## src/rtl/gpio_conv_bridge_if.sv

```systemverilog
// GPIO pair between the MicroBlaze (master) and the convolution bridge (slave).
interface gpio_conv_bridge_if;
  logic [31:0] gpio_o_data_tri_o;
  logic [31:0] gpio_i_data_tri_i;

  modport master (output gpio_o_data_tri_o, input  gpio_i_data_tri_i);
  modport slave  (input  gpio_o_data_tri_o, output gpio_i_data_tri_i);
endinterface

```

## src/rtl/gpio_conv_bridge.sv

```systemverilog
// Toggle-handshaked GPIO command decoder driving an N_CH conv array,
// with a lock-step result FIFO read back through the status word.
module gpio_conv_bridge #(
  parameter int BIT_LEN  = 8,
  parameter int CONV_LEN = 20,
  parameter int M_LEN    = 3,
  parameter int N_CH     = 2,
  parameter int FIFO_AW  = 4,
  parameter int GPIO_D   = 32,
  localparam int KN = M_LEN * M_LEN,
  localparam int KW = (KN > 1) ? $clog2(KN) : 1
) (
  input  logic                     CLK100MHZ,
  input  logic                     ck_rst,
  gpio_conv_bridge_if.slave        gpio,
  output logic [N_CH-1:0]          o_k_we,
  output logic [KW-1:0]            o_k_addr,
  output logic [BIT_LEN-1:0]       o_k_data,
  output logic [N_CH-1:0]          o_pix_valid,
  output logic [BIT_LEN-1:0]       o_pix_data,
  output logic                     o_run,
  input  logic                     i_res_valid,
  input  logic [N_CH*CONV_LEN-1:0] i_res_data,
  output logic [2:0]               o_led
);
  localparam int DW    = N_CH * CONV_LEN;
  localparam int DEPTH = 2 ** FIFO_AW;
  localparam int CW    = FIFO_AW + 1;

  localparam logic [2:0] OP_SRST = 3'd1, OP_KLOAD = 3'd2, OP_PIXEL = 3'd3, OP_RUN = 3'd4,
                         OP_POP  = 3'd5, OP_READ  = 3'd6, OP_STAT  = 3'd7;

  typedef enum logic [1:0] {IDLE, EXEC, RDWAIT, DONE} state_t;

  state_t               state_q, state_d;
  logic                 req_q, req_d, ack_q, ack_d;
  logic [2:0]           op_q, op_d;
  logic [3:0]           ch_q, ch_d;
  logic [BIT_LEN-1:0]   pl_q, pl_d;
  logic [KW-1:0]        kidx_q, kidx_d;
  logic                 run_q, run_d, ovf_q, ovf_d, err_q, err_d;
  logic [23:0]          data_q, data_d;
  logic [N_CH-1:0]      k_we_q, k_we_d, pix_vld_q, pix_vld_d;
  logic [KW-1:0]        k_addr_q, k_addr_d;
  logic [BIT_LEN-1:0]   k_data_q, k_data_d, pix_data_q, pix_data_d;
  logic [FIFO_AW-1:0]   wr_ptr_q, wr_ptr_d, rd_ptr_q, rd_ptr_d;
  logic [CW-1:0]        cnt_q, cnt_d;
  logic [DW-1:0]        mem_q [DEPTH];

  logic [GPIO_D-1:0]    cmd_w;
  logic                 unused_pl;
  logic                 ch_ok, full, empty, wr, pop, clr;
  logic [DW-1:0]        head;
  logic [CONV_LEN-1:0]  ch_res;

  assign cmd_w     = gpio.gpio_o_data_tri_o;
  assign unused_pl = ^cmd_w[23:BIT_LEN];
  assign ch_ok     = 32'(ch_q) < N_CH;
  assign full      = cnt_q == CW'(DEPTH);
  assign empty     = cnt_q == '0;
  assign head      = mem_q[rd_ptr_q];

  always_comb begin
    ch_res = '0;
    for (int c = 0; c < N_CH; c++)
      if (ch_q == 4'(c)) ch_res = head[c*CONV_LEN +: CONV_LEN];
  end

  always_comb begin
    state_d = state_q;  req_d = req_q;  ack_d = ack_q;
    op_d = op_q;  ch_d = ch_q;  pl_d = pl_q;
    kidx_d = kidx_q;  run_d = run_q;  ovf_d = ovf_q;  err_d = err_q;  data_d = data_q;
    k_we_d = '0;  k_addr_d = k_addr_q;  k_data_d = k_data_q;
    pix_vld_d = '0;  pix_data_d = pix_data_q;
    wr_ptr_d = wr_ptr_q;  rd_ptr_d = rd_ptr_q;  cnt_d = cnt_q;
    pop = 1'b0;  clr = 1'b0;  wr = 1'b0;

    case (state_q)
      IDLE: if (cmd_w[28] != req_q) begin
        req_d   = cmd_w[28];
        op_d    = cmd_w[31:29];
        ch_d    = cmd_w[27:24];
        pl_d    = cmd_w[BIT_LEN-1:0];
        state_d = EXEC;
      end
      EXEC: begin
        state_d = DONE;
        case (op_q)
          OP_SRST: begin
            clr = 1'b1;  kidx_d = '0;  ovf_d = 1'b0;  err_d = 1'b0;  run_d = 1'b0;  data_d = '0;
          end
          OP_KLOAD: if (ch_ok) begin
            k_we_d   = N_CH'(1) << ch_q;
            k_addr_d = kidx_q;
            k_data_d = pl_q;
            kidx_d   = (kidx_q == KW'(KN-1)) ? '0 : kidx_q + KW'(1);
          end else err_d = 1'b1;
          OP_PIXEL: if (ch_ok) begin
            pix_vld_d  = N_CH'(1) << ch_q;
            pix_data_d = pl_q;
          end else err_d = 1'b1;
          OP_RUN:  run_d = pl_q[0];
          OP_POP:  if (empty) err_d = 1'b1; else pop = 1'b1;
          OP_READ: begin
            state_d = RDWAIT;
            if (!ch_ok) err_d = 1'b1;
          end
          OP_STAT: data_d = 24'({kidx_q, cnt_q});
          default: ;
        endcase
      end
      RDWAIT: begin
        state_d = DONE;
        if (ch_ok) begin
          if (empty) begin data_d = '0;  err_d = 1'b1; end
          else data_d = 24'($signed(ch_res));
        end
      end
      DONE: begin
        ack_d   = req_q;
        state_d = IDLE;
      end
      default: state_d = IDLE;
    endcase

    // A same-cycle pop frees the slot, so a write into a full FIFO still lands.
    wr = i_res_valid && !clr && (!full || pop);
    if (i_res_valid && !clr && full && !pop) ovf_d = 1'b1;
    if (clr) begin
      wr_ptr_d = '0;  rd_ptr_d = '0;  cnt_d = '0;
    end else begin
      if (wr)  wr_ptr_d = wr_ptr_q + FIFO_AW'(1);
      if (pop) rd_ptr_d = rd_ptr_q + FIFO_AW'(1);
      if (wr && !pop)      cnt_d = cnt_q + CW'(1);
      else if (pop && !wr) cnt_d = cnt_q - CW'(1);
    end
  end

  always_ff @(posedge CLK100MHZ or posedge ck_rst) begin
    if (ck_rst) begin
      state_q <= IDLE;  req_q <= 1'b0;  ack_q <= 1'b0;
      op_q <= '0;  ch_q <= '0;  pl_q <= '0;
      kidx_q <= '0;  run_q <= 1'b0;  ovf_q <= 1'b0;  err_q <= 1'b0;  data_q <= '0;
      k_we_q <= '0;  k_addr_q <= '0;  k_data_q <= '0;
      pix_vld_q <= '0;  pix_data_q <= '0;
      wr_ptr_q <= '0;  rd_ptr_q <= '0;  cnt_q <= '0;
    end else begin
      state_q <= state_d;  req_q <= req_d;  ack_q <= ack_d;
      op_q <= op_d;  ch_q <= ch_d;  pl_q <= pl_d;
      kidx_q <= kidx_d;  run_q <= run_d;  ovf_q <= ovf_d;  err_q <= err_d;  data_q <= data_d;
      k_we_q <= k_we_d;  k_addr_q <= k_addr_d;  k_data_q <= k_data_d;
      pix_vld_q <= pix_vld_d;  pix_data_q <= pix_data_d;
      wr_ptr_q <= wr_ptr_d;  rd_ptr_q <= rd_ptr_d;  cnt_q <= cnt_d;
    end
  end

  always_ff @(posedge CLK100MHZ)
    if (wr) mem_q[wr_ptr_q] <= i_res_data;

  assign gpio.gpio_i_data_tri_i = {ack_q, empty, full, ovf_q, err_q, 3'b000, data_q};
  assign o_k_we      = k_we_q;
  assign o_k_addr    = k_addr_q;
  assign o_k_data    = k_data_q;
  assign o_pix_valid = pix_vld_q;
  assign o_pix_data  = pix_data_q;
  assign o_run       = run_q;
  assign o_led       = {ovf_q, run_q, empty};
endmodule
```

## src/flat_wrapper.sv

```systemverilog
// flat-port wrapper written by rule: the top's interface ports become plain ports
module gpio_conv_bridge_flat 
#(
  parameter int BIT_LEN  = 8,
  parameter int CONV_LEN = 20,
  parameter int M_LEN    = 3,
  parameter int N_CH     = 2,
  parameter int FIFO_AW  = 4,
  parameter int GPIO_D   = 32,
  localparam int KN = M_LEN * M_LEN,
  localparam int KW = (KN > 1) ? $clog2(KN) : 1
)
  (CLK100MHZ, ck_rst, o_k_we, o_k_addr, o_k_data, o_pix_valid, o_pix_data, o_run, i_res_valid, i_res_data, o_led, gpio_gpio_o_data_tri_o, gpio_gpio_i_data_tri_i);
  gpio_conv_bridge_if gpio_i ();
  input  logic CLK100MHZ;
  input  logic ck_rst;
  output logic [N_CH-1:0] o_k_we;
  output logic [KW-1:0] o_k_addr;
  output logic [BIT_LEN-1:0] o_k_data;
  output logic [N_CH-1:0] o_pix_valid;
  output logic [BIT_LEN-1:0] o_pix_data;
  output logic o_run;
  input  logic i_res_valid;
  input  logic [N_CH*CONV_LEN-1:0] i_res_data;
  output logic [2:0] o_led;
  input wire logic [$bits(gpio_i.gpio_o_data_tri_o)-1:0] gpio_gpio_o_data_tri_o;
  output wire logic [$bits(gpio_i.gpio_i_data_tri_i)-1:0] gpio_gpio_i_data_tri_i;
  assign gpio_i.gpio_o_data_tri_o = gpio_gpio_o_data_tri_o;
  assign gpio_gpio_i_data_tri_i = gpio_i.gpio_i_data_tri_i;
  gpio_conv_bridge #(.BIT_LEN(BIT_LEN), .CONV_LEN(CONV_LEN), .M_LEN(M_LEN), .N_CH(N_CH), .FIFO_AW(FIFO_AW), .GPIO_D(GPIO_D)) u_core (.CLK100MHZ(CLK100MHZ), .ck_rst(ck_rst), .gpio(gpio_i), .o_k_we(o_k_we), .o_k_addr(o_k_addr), .o_k_data(o_k_data), .o_pix_valid(o_pix_valid), .o_pix_data(o_pix_data), .o_run(o_run), .i_res_valid(i_res_valid), .i_res_data(i_res_data), .o_led(o_led));
endmodule
```

## config.mk

```make
export PLATFORM = sky130hd
export DESIGN_NAME = gpio_conv_bridge_flat
export DESIGN_NICKNAME = d
export VERILOG_FILES = /design/src/rtl/gpio_conv_bridge_if.sv /design/src/rtl/gpio_conv_bridge.sv /design/src/flat_wrapper.sv
export SDC_FILE = /design/constraint.sdc
export NUM_CORES = 1
export LEC_CHECK = 0
export ABC_CLOCK_PERIOD_IN_PS = 9450
export BUFFER_PORTS_ARGS = -buffer_cell sky130_fd_sc_hd__buf_2
export CELL_PAD_IN_SITES_DETAIL_PLACEMENT = 0
export CELL_PAD_IN_SITES_GLOBAL_PLACEMENT = 1
export CORE_ASPECT_RATIO = 0.9
export CORE_MARGIN = 3
export CORE_UTILIZATION = 58
export CTS_CLUSTER_DIAMETER = 200
export DETAILED_ROUTE_END_ITERATION = 12
export PLACE_DENSITY_LB_ADDON = 0.12
export SLEW_MARGIN = 10
export SYNTH_ARGS = -nofsm -noshare
export SYNTH_HDL_FRONTEND = slang
export SYNTH_SLANG_ARGS = --single-unit
```

## constraint.sdc

```tcl
create_clock -name CLK100MHZ -period 9.45 [get_ports CLK100MHZ]
set_input_delay 0.4725 -clock CLK100MHZ [delete_from_list [all_inputs] [get_ports CLK100MHZ]]
set_output_delay 0.4725 -clock CLK100MHZ [all_outputs]
set_load 0.005 [all_outputs]
```

## Word level (Yosys, flattened, before mapping)

Memory sizes are Yosys's and may differ from the RTL's.
Index checks and enable logic that the tools add are counted.

| operators by class | value |
|---|---|
| $add $sub $neg | 5 |
| $lt $le $gt $ge | 1 |
| equal/unequal tests | 20 |
| shifts and indexed selects | 1 |
| multiplexer cells | 40 |
| reduce and logical (&&, ||, !) cells | 31 |

Operators by type and width:

| cell | number |
|---|---|
| 24-bit one-hot mux with 2 select lines | 2 |
| 24-bit two-way mux | 2 |
| 20-bit two-way mux | 2 |
| 4-bit two-way mux | 6 |
| 5-bit two-way mux | 3 |
| 1-bit two-way mux | 14 |
| 2-bit nonzero test | 7 |
| 4-bit by 1-bit adder with 4-bit output (second input constant) | 3 |
| 3-bit equality test (second input constant) | 4 |
| 2-bit two-way mux | 6 |
| 3-bit AND reduction | 4 |
| 2-bit one-hot mux with 4 select lines | 1 |
| 4-bit one-hot mux with 2 select lines | 1 |
| 3-bit by 2-bit equality test with 1-bit output (second input constant) | 2 |
| 1-bit logical AND | 6 |
| 2-bit by 1-bit != test with 1-bit output (second input constant) | 3 |
| 3-bit != test (second input constant) | 2 |
| 2-bit AND reduction | 3 |
| 5-bit by 1-bit adder with 5-bit output (second input constant) | 1 |
| 5-bit equality test (second input constant) | 1 |
| 5-bit logical NOT | 1 |
| 5-bit by 1-bit subtractor with 5-bit output (second input constant) | 1 |
| 2-bit equality test (second input constant) | 2 |
| 4-bit by 1-bit equality test with 1-bit output (second input constant) | 1 |
| other kinds (16) | 20 |

| word-level totals | value |
|---|---|
| flip-flop bits (word level) | 87 |
| bits in writable memories | 640 |
| input port bits | 75 |
| logic and storage cells | 118 |
| memories | 1 |

Memory list:

| memory | words | bits a word | rd ports | clocked after Yosys merged registers in | write ports | RTL line | source |
|---|---|---|---|---|---|---|---|
| u_core.mem_q | 16 | 40 | 1 | 0 | 1 | gpio_conv_bridge.sv:48 | `logic [DW-1:0] mem_q [DEPTH];` |

## Longest topological paths before layout

Gate-level depths: netlist of the first run.

| logic depth | value |
|---|---|
| depth after elaboration | 11 |
| depth in mapped cells | 13 |
| gate-level depth less buffers | 13 |

## Worst setup path after synthesis of the first run

Ideal clock, no wire load.

| timing | value |
|---|---|
| path kind | reg2reg |
| start point | register u_core.state_q[1] |
| end point | memory u_core.mem_q[6][0] (netlist name), enable pin |
| data arrival time | 4.291 ns |
| slack | 4.672 ns |
| stages on the path, launching flop included | 8 |
| buffers on the path | 0 |
| clock period less this slack | 4.778 ns |
| cells stage by stage | dfrtp_1 inv_1 ha_1 nand4b_1 a31oi_1 and2b_1 nand2_1 nor3_1 |

| on the way | value |
|---|---|
| cells in the longest elaborated chain, start to end | 7 |
| elaborated cells between the ends (all ways) | 9 |

Ends and longest elaborated chain:

| item | RTL line | source |
|---|---|---|
| start: declaration | gpio_conv_bridge.sv:35 | `state_t state_q, state_d;` |
| start signal: assignment | gpio_conv_bridge.sv:148 | `state_q <= state_d; req_q <= req_d; ack_q <= ack_d;` |
| 2-bit by 1-bit equality test with 1-bit output * | gpio_conv_bridge.sv:78 | `case (state_q)` |
| 1-bit two-way mux | gpio_conv_bridge.sv:78 |  |
| 1-bit logical NOT | gpio_conv_bridge.sv:127 | `wr = i_res_valid && !clr && (!full \|\| pop);` |
| 1-bit logical AND | gpio_conv_bridge.sv:127 |  |
| 1-bit logical AND * | gpio_conv_bridge.sv:127 |  |
| 1-bit two-way mux * | gpio_conv_bridge.sv:158 | `if (wr) mem_q[wr_ptr_q] <= i_res_data;` |
| 1-bit two-way mux (implied by the code) * | gpio_conv_bridge.sv:158 |  |
| end: declaration | gpio_conv_bridge.sv:48 |  |

Mark *: on every way between the ends. The rest lies on a longest branch, timed or not.

## Worst setup path after layout of the first run

| timing | value |
|---|---|
| start point | register u_core.state_q[1] |
| end point | memory u_core.mem_q[14][6] (netlist name), enable pin |

Same word-level chain as after synthesis.

==> results.json, run 1 <==
{
  "synthArstFlopShare_pct": 11.5,
  "drtAntennaViolNets": 0,
  "cp-start-kind": "flip-flop",
  "wl_microns": 59900,
  "reg2reg_depth": 8,
  "drt_iter0_drc": 1397,
  "grt_pass1_wl_microns": 89700,
  "hold_viol": 0,
  "cap_violations": 0,
  "clock_latency_ns": 0.60,
  "setup_ws_ns": 5.68,
  "r2r-end": "u_core.mem_q[14][6]",
  "drive_above_1_share_pct": 30.5,
  "timing.rr.start": "u_core.state_q[1]",
  "max_freq_mhz": 265,
  "final.setup.tns_ns": 0,
  "final_max_slew_viol_count": 0,
  "synth_edf_count": 640,
  "critical_path_class": "flip-flop to flip-flop",
  "cp.depth": 8,
  "hp-start": "gpio_gpio_o_data_tri_o[27]",
  "grt_start_max_net_pins": 97,
  "crit_path_start": "u_core.state_q[1]",
  "fillCellCount": 3119,
  "overflow": 0,
  "cts-buffers-inserted": 72,
  "die_x_microns": 238,
  "post_drt_via_cell_ratio": 6.29,
  "synth.cell_area_sq_mm": 0.0281,
  "cts_htree_levels": 3,
  "setup_viol": 0,
  "synth_common_cells": "edfxtp_1 (640), mux4_2 (162), dfrtp_1 (83)",
  "routedWlPerCell_microns": 27.6,
  "hp-class": "input port to flip-flop",
  "core-area_sq_mm": 0.0473,
  "end_kind": "flip-flop",
  "final.period_utilization_pct": 39.9,
  "layout.nets": 1589,
  "vias": 13663,
  "totalPowerFinal_uw": 8790,
  "grt_pass1_vias": 14117,
  "worst_ep_required_time_ns": 9.69,
  "firstDrtPassIters": 5,
  "status": "complete, no violations",
  "cts_num_sinks": 723,
  "peakVddDrop_v": 0.000192,
  "fin_skew_ns": 0.0237,
  "crit_family": "simple AND/OR/NAND/NOR gates",
  "multi_input_area_sq_mm": 0.00636,
  "rsz0062_at_grt": "no",
  "cts-root-buf": "clkbuf_16",
  "io_buffers": 115,
  "gr-usage-all-layers_pct": 24.0,
  "period_needed_ns": 3.77,
  "tightestPinTransition_ns": 1.17,
  "power.density_mw_per_mm2": 278,
  "seq_area_sq_mm": 0.0213,
  "core.rowCount": 75,
  "ys_ff_latch": 723,
  "dieArea_sq_mm": 0.0512,
  "drc": 0,
  "syn2layout_area_growth_pct": 12.4,
  "critPathArrivalTime_ns": 4.01,
  "path_max_fanout": 21,
  "path_clk_slew_ns": 0.06,
  "timing.critical_path.buf_inv": 2,
  "leakage_uw": 0.0107,
  "yosysTopAreaCellShare_pct": 68.3,
  "endpoint": "u_core.mem_q[14][6]",
  "synth_area_leader_cell": "edfxtp_1",
  "cts_tree": "done",
  "worst_path_max_delay_cell": "nor2_4",
  "cts_setup_buffers": 0,
  "ys_warn_count": 0,
  "yosysMostFrequentCell": "edfxtp_1",
  "place_ws_ns": 5.67,
  "die_h_microns": 215,
  "antenna_found_initial": 2,
  "synth.top_cells.by_area": "edfxtp_1 (68%), mux4_2 (13%), dfrtp_1 (7.4%)",
  "post_cts_resized": 0,
  "clk_path_buf_depth": 3,
  "path_cells": "inv_1, ha_1, nand4b_1, a31oi_1, and2b_1, nand3_1, nor2_4, buf_4",
  "relSlewSlack_pct": 21.6,
  "synth_top_flop_cell": "edfxtp_1",
  "pin_count": 135,
  "ys_types": 52,
  "regToRegSetupSlack_ns": 5.68,
  "hpwl_microns": 33200,
  "synth-seq-area-share_pct": 75.7,
  "start_util_pct": 59.5,
  "avgSynthCellArea_sq_um": 20.8,
  "gp_congestion": 0.741,
  "syn_inst": 1354,
  "max_stage_delay_ns": 0.80
}
## worst min-delay path by stage
stage | slack (ns) | endpoint | cells past startpoint
floorplan | 0.47 | u_core.o_k_we[0] | 1
global placement | 0.47 | u_core.o_k_addr[1] | 2
detailed placement | 0.48 | u_core.o_k_addr[1] | 2
CTS | 0.09 | u_core.ch_q[3] | 2
global route | 0.1 | u_core.ch_q[2] | 2
finish | 0.12 | u_core.ch_q[3] | 2
## metal layers
layer	track usage (%)	share of wire, %	up-vias
met5	0	0	-
met4	5.56	2.0	0
met3	4.24	5.7	85
met2	38.6	50	444
met1	35.2	43	7287
li1	-	-	5847
## where the power goes
group | total, uW | internal (uW) | leakage (uW) | switching [uW]
Sequential | 4130 | 3880 | 0.00686 | 255
Clock | 2710 | 1580 | 0.00109 | 1130
Combinational | 1950 | 916 | 0.00272 | 1030
## worst register-to-register path, delay by kind of cell, from the launching register on
kind                       cells  cell delay [ns]
AOI/OAI and AO/OA              1             0.44
adders and majority gates      1             0.32
buffers and inverters          2             0.64
DFF                            1             0.41
and+or+nand+nor                4             1.60
## state kept, by name, summed over array words and instances, names as in the netlist
signal,cells
u_core.wr_ptr_q,4
u_core.ack_q,1
u_core.req_q,1
u_core.op_q,3
u_core.o_k_addr,4
u_core.ovf_q,1
u_core.kidx_q,4
u_core.cnt_q,5
u_core.err_q,1
u_core.pl_q,8
u_core.data_q,20
u_core.o_k_we,2
u_core.state_q,2
u_core.mem_q,640
u_core.o_pix_data,8
u_core.ch_q,4
u_core.o_run,1
u_core.o_pix_valid,2
u_core.rd_ptr_q,4
u_core.o_k_data,8
## per-stage QoR
stage	cells	instance area, sq um	hold slack [ns]	utilization, %
floorplan	1356	28100	0.468	-
global placement	2038	29400	0.467	62.1
detailed placement	2038	29400	0.476	62.1
CTS	2169	31600	0.0864	66.9
global route	2169	31600	0.0974	66.9
finish	2171	31600	0.118	66.9
## logic make-up (layout without fill, tap and decap cells)
family / after synthesis / in the layout / synth area share, %
flip-flops: 723 / 723 / 75.7
multiplexers: 221 / 221 / 15.2
AO/OA/AOI/OAI: 146 / 146 / 3.65
AND/OR/NAND/NOR: 128 / 128 / 2.22
buffers and inverters: 106 / 303 / 2.02
adder cells (fa/ha/maj): 17 / 17 / 0.783
XOR/XNOR: 12 / 12 / 0.374
other: 1 / 5 / 0.0133
## cell type report
class / instances / area share, %
clock inverters: 30 / 0.902
diodes: 2 / 0.0158
multi-input cells: 527 / 20.1
inverters: 20 / 0.245
well taps: 616 / 2.44
flip-flops and latches: 723 / 67.4
clock buffers: 100 / 6.16
repair buffers: 153 / 2.77
## layout by cell type (no fill, tap or decap), types with 12 or more instances in the layout
master and instances:
a21oi_1 37, a22oi_1 52, buf_2 115, buf_4 36, clkbuf_1 24, clkbuf_16 72
clkinv_1 12, dfrtp_1 81, edfxtp_1 640, ha_1 16, inv_1 19, mux2_2 40
mux2i_1 19, mux4_2 162, nand2_1 39, nor2_1 26, o21ai_0 17
## repair_timing
action                                  in CTS  in global routing
hold buffers                                 1                  0
endpoints found under the setup margin       0                  0
hold endpoints to repair                    24                  0
No activity file was read; power rests on OpenSTA's default activity.
==> run 2: changes to the inputs <==
--- a/config.mk
+++ b/config.mk
@@ -5,13 +5,14 @@
 export SDC_FILE = /design/constraint.sdc
 export NUM_CORES = 1
 export LEC_CHECK = 0
-export ABC_CLOCK_PERIOD_IN_PS = 9450
+export ABC_AREA = 1
+export ABC_CLOCK_PERIOD_IN_PS = 3200
 export BUFFER_PORTS_ARGS = -buffer_cell sky130_fd_sc_hd__buf_2
 export CELL_PAD_IN_SITES_DETAIL_PLACEMENT = 0
 export CELL_PAD_IN_SITES_GLOBAL_PLACEMENT = 1
 export CORE_ASPECT_RATIO = 0.9
 export CORE_MARGIN = 3
-export CORE_UTILIZATION = 58
+export CORE_UTILIZATION = 45
 export CTS_CLUSTER_DIAMETER = 200
 export DETAILED_ROUTE_END_ITERATION = 12
 export PLACE_DENSITY_LB_ADDON = 0.12
==> constraint.sdc (replaced) <==
create_clock -name CLK100MHZ -period 3.2 [get_ports CLK100MHZ]
set_input_delay 0.16 -clock CLK100MHZ [delete_from_list [all_inputs] [get_ports CLK100MHZ]]
set_output_delay 0.16 -clock CLK100MHZ [all_outputs]
set_load 0.005 [all_outputs]
==> run 2 against run 1 <==
Against the previous run:
- setup slack got worse by 5.4 ns
- combinational power rose to 4.6 times the previous value
- core utilization fell by 14 points
- largest power group unchanged
- sequential share of layout area fell by 4.8 points
- cell count rose by 63%
- sequential cell count did not move
- global-route usage fell by 1.1 points
- die area rose by 33%
- power rose to 3.3 times the previous value
- register-to-register slack got worse by 5.4 ns
- hold slack improved by 0.13 ns
- first-iteration DRC count rose by 26%
==> results.json, run 2 <==
{
  "setup_viol": 0,
  "rsz0062_at_grt": "no",
  "worst_ep_required_time_ns": 3.69,
  "pin_count": 135,
  "max_stage_delay_ns": 0.40,
  "dieArea_sq_mm": 0.0682,
  "hpwl_microns": 43200,
  "place_area_sq_mm": 0.0311,
  "ys_warn_count": 0,
  "peakVddDrop_v": 0.000616,
  "antenna_found_initial": 2,
  "core.rowCount": 88,
  "gr-usage-all-layers_pct": 22.9,
  "path_clk_slew_ns": 0.06,
  "clk_path_buf_depth": 3,
  "reg_top3": "u_core.mem_q (640), u_core.data_q (20)",
  "fillCellCount": 5638,
  "final.period_utilization_pct": 91.2,
  "syn_inst": 2451,
  "cts-root-buf": "clkbuf_16",
  "max_freq_mhz": 343,
  "ys_ff_latch": 723,
  "most-common-layout-cells": "nand2_1 (652), edfxtp_1 (640), nand3_1 (336)",
  "power.density_mw_per_mm2": 862,
  "end_kind": "flip-flop",
  "path_max_fanout": 9,
  "synth_edf_count": 640,
  "multi_input_area_sq_mm": 0.00713,
  "post_drt_via_cell_ratio": 5.38,
  "yosysMostFrequentCell": "nand2_1",
  "tightestPinTransition_ns": 0.881,
  "layout.cells.non_filler": 3529,
  "core-area_sq_mm": 0.0643,
  "start_util_pct": 45.6,
  "grt_pass1_wl_microns": 116000,
  "status": "complete, no violations",
  "clock_latency_ns": 0.62,
  "cp-start-kind": "flip-flop",
  "cts_tree": "done",
  "gp_congestion": 0.810,
  "cap_violations": 0,
  "critPathArrivalTime_ns": 3.41,
  "vias": 18977,
  "yosysTopAreaCellShare_pct": 65.6,
  "drive_above_1_share_pct": 12.6,
  "layout.nets": 2710,
  "critical_path_class": "flip-flop to flip-flop",
  "cts-buffers-inserted": 76,
  "drt_iter0_drc": 1763,
  "final_max_slew_viol_count": 0,
  "firstDrtPassIters": 5,
  "worst_path_max_delay_cell": "dfrtp_1",
  "drtAntennaViolNets": 0,
  "die_x_microns": 275,
  "grt_pass1_vias": 18183,
  "grt_start_max_net_pins": 94,
  "synth.top_cells.by_area": "edfxtp_1 (66%), nand2_1 (8.4%), dfrtp_1 (7.1%)",
  "largest_reg_flops": 640,
  "syn2layout_area_growth_pct": 16.2,
  "crit_family": "adder cells",
  "final_util_pct": 52.9,
  "hold_viol": 0,
  "leakage_uw": 0.0126,
  "routedWlPerCell_microns": 22.0,
  "seq_area_sq_mm": 0.0213,
  "drc": 0,
  "synth.cell_area_sq_mm": 0.0293,
  "io_buffers": 115,
  "synth_common_cells": "nand2_1 (652), edfxtp_1 (640), nand3_1 (336)",
  "final.setup.tns_ns": 0,
  "final_cell_area_sq_mm": 0.0340,
  "layout_commonest_cell": "nand2_1",
  "avgSynthCellArea_sq_um": 12.0,
  "synth_area_leader_cell": "edfxtp_1",
  "hp-class": "input port to asynchronous set/reset pin",
  "wl_microns": 77700,
  "dp.cells": 3337,
  "fin_skew_ns": 0.0243,
  "synth-seq-area-share_pct": 72.7,
  "synthArstFlopShare_pct": 11.5,
  "relSlewSlack_pct": 41.2,
  "ys_types": 36,
  "overflow": 0,
  "timing.critical_path.buf_inv": 4,
  "path_cells": "inv_1, ha_1, inv_1, nor2_4, inv_2, nand2_2, nor2_8, ha_1, inv_1, ha_1, a21oi_1, nand2_1, xnor2_1, o22ai_1",
  "cts_htree_levels": 3,
  "die_h_microns": 248,
  "regMostFlops": "u_core.mem_q",
  "period_needed_ns": 2.92,
  "synth_top_flop_cell": "edfxtp_1",
  "totalPowerFinal_uw": 29300,
  "cts_num_sinks": 723
}
[run 2: cell count changes after synthesis, moves of 36 or more]
cell     before  now
mux2_2       40    4
nand2_1      39  652
mux4_2      162    0
o21ai_0      17  134
nor2_1       31  181
inv_1        20   57
nand3_1       5  336
a22oi_1      52    1
buf_2        22   88
[run 2: area by class of cell]
type | instances | share of cell area (%)
antenna | 1 | 0.00735
clock inverter | 35 | 0.842
inverter | 62 | 0.717
timing repair buffer | 241 | 5.81
sequential | 723 | 62.6
clock buffer | 98 | 5.95
multi-input combinational | 1514 | 20.9
tap | 855 | 3.14
[run 2: worst paths after layout]
check	cells after the start	from	slack, ns	endpoint
hold / removal	3	ck_rst	0.25	u_core.kidx_q[3]
min in group CLK100MHZ	3	gpio_gpio_o_data_tri_o[25]	0.32	u_core.ch_q[1]
max in group asynchronous	4	ck_rst	2.16	u_core.data_q[16]
setup reg to reg	14	u_core.state_q[1]	0.28	u_core.cnt_q[4]
hold reg to reg	2	u_core.o_k_addr[2]	0.48	u_core.o_k_addr[2]
setup / recovery	14	u_core.state_q[1]	0.28	u_core.cnt_q[4]
[run 2: through the flow]
stage	setup slack (ns)	hold slack (ns)
after floorplan	-0.368	0.259
after global placement	0.380	0.351
after detailed placement	0.328	0.363
after CTS	0.281	0.235
after global routing	0.0123	0.296
final	0.282	0.250
[run 2: logic make-up (layout without fill, tap and decap cells)]
kind of cell	after synthesis	count (layout)	share of synthesized area [%]
AND/OR/NAND/NOR	1204	1204	17.3
flip-flops	723	723	72.7
AO/OA/AOI/OAI	280	280	5.49
buffers and inverters	216	436	3.40
adder cells (fa/ha/maj)	17	17	0.752
XOR/XNOR	6	6	0.179
multiplexers	4	4	0.154
other	1	4	0.0128
[run 2: layer usage]
| layer | global-route usage [%] | share of wire (%) |
|---|---|---|
| met5 | 0 | 0.017 |
| met4 | 5.51 | 2.2 |
| met3 | 4.09 | 5.7 |
| met2 | 37.1 | 48 |
| met1 | 32.3 | 44 |
[run 2: where the power goes]
part / internal, uW / switching [uW]
clock: 4790 / 3560
sequential: 11500 / 517
combinational: 2730 / 6280
[run 2: timing repair]
item / 4_1_cts / 5_1_grt
setup buffers: 0 / 0
gates resized for setup: 0 / 0
hold endpoints to repair: 706 / 0
endpoints found under the setup margin: 0 / 0
hold buffers: 58 / 0
[run 2: worst register-to-register path, stage by stage, from the launching register on]
cell and delay (ns):
dfrtp_1 0.40, inv_1 0.12, ha_1 0.30, inv_1 0.15, nor2_4 0.25, inv_2 0.16
nand2_2 0.15, nor2_8 0.07, ha_1 0.24, inv_1 0.18, ha_1 0.30, a21oi_1 0.16
nand2_1 0.08, xnor2_1 0.14, o22ai_1 0.08
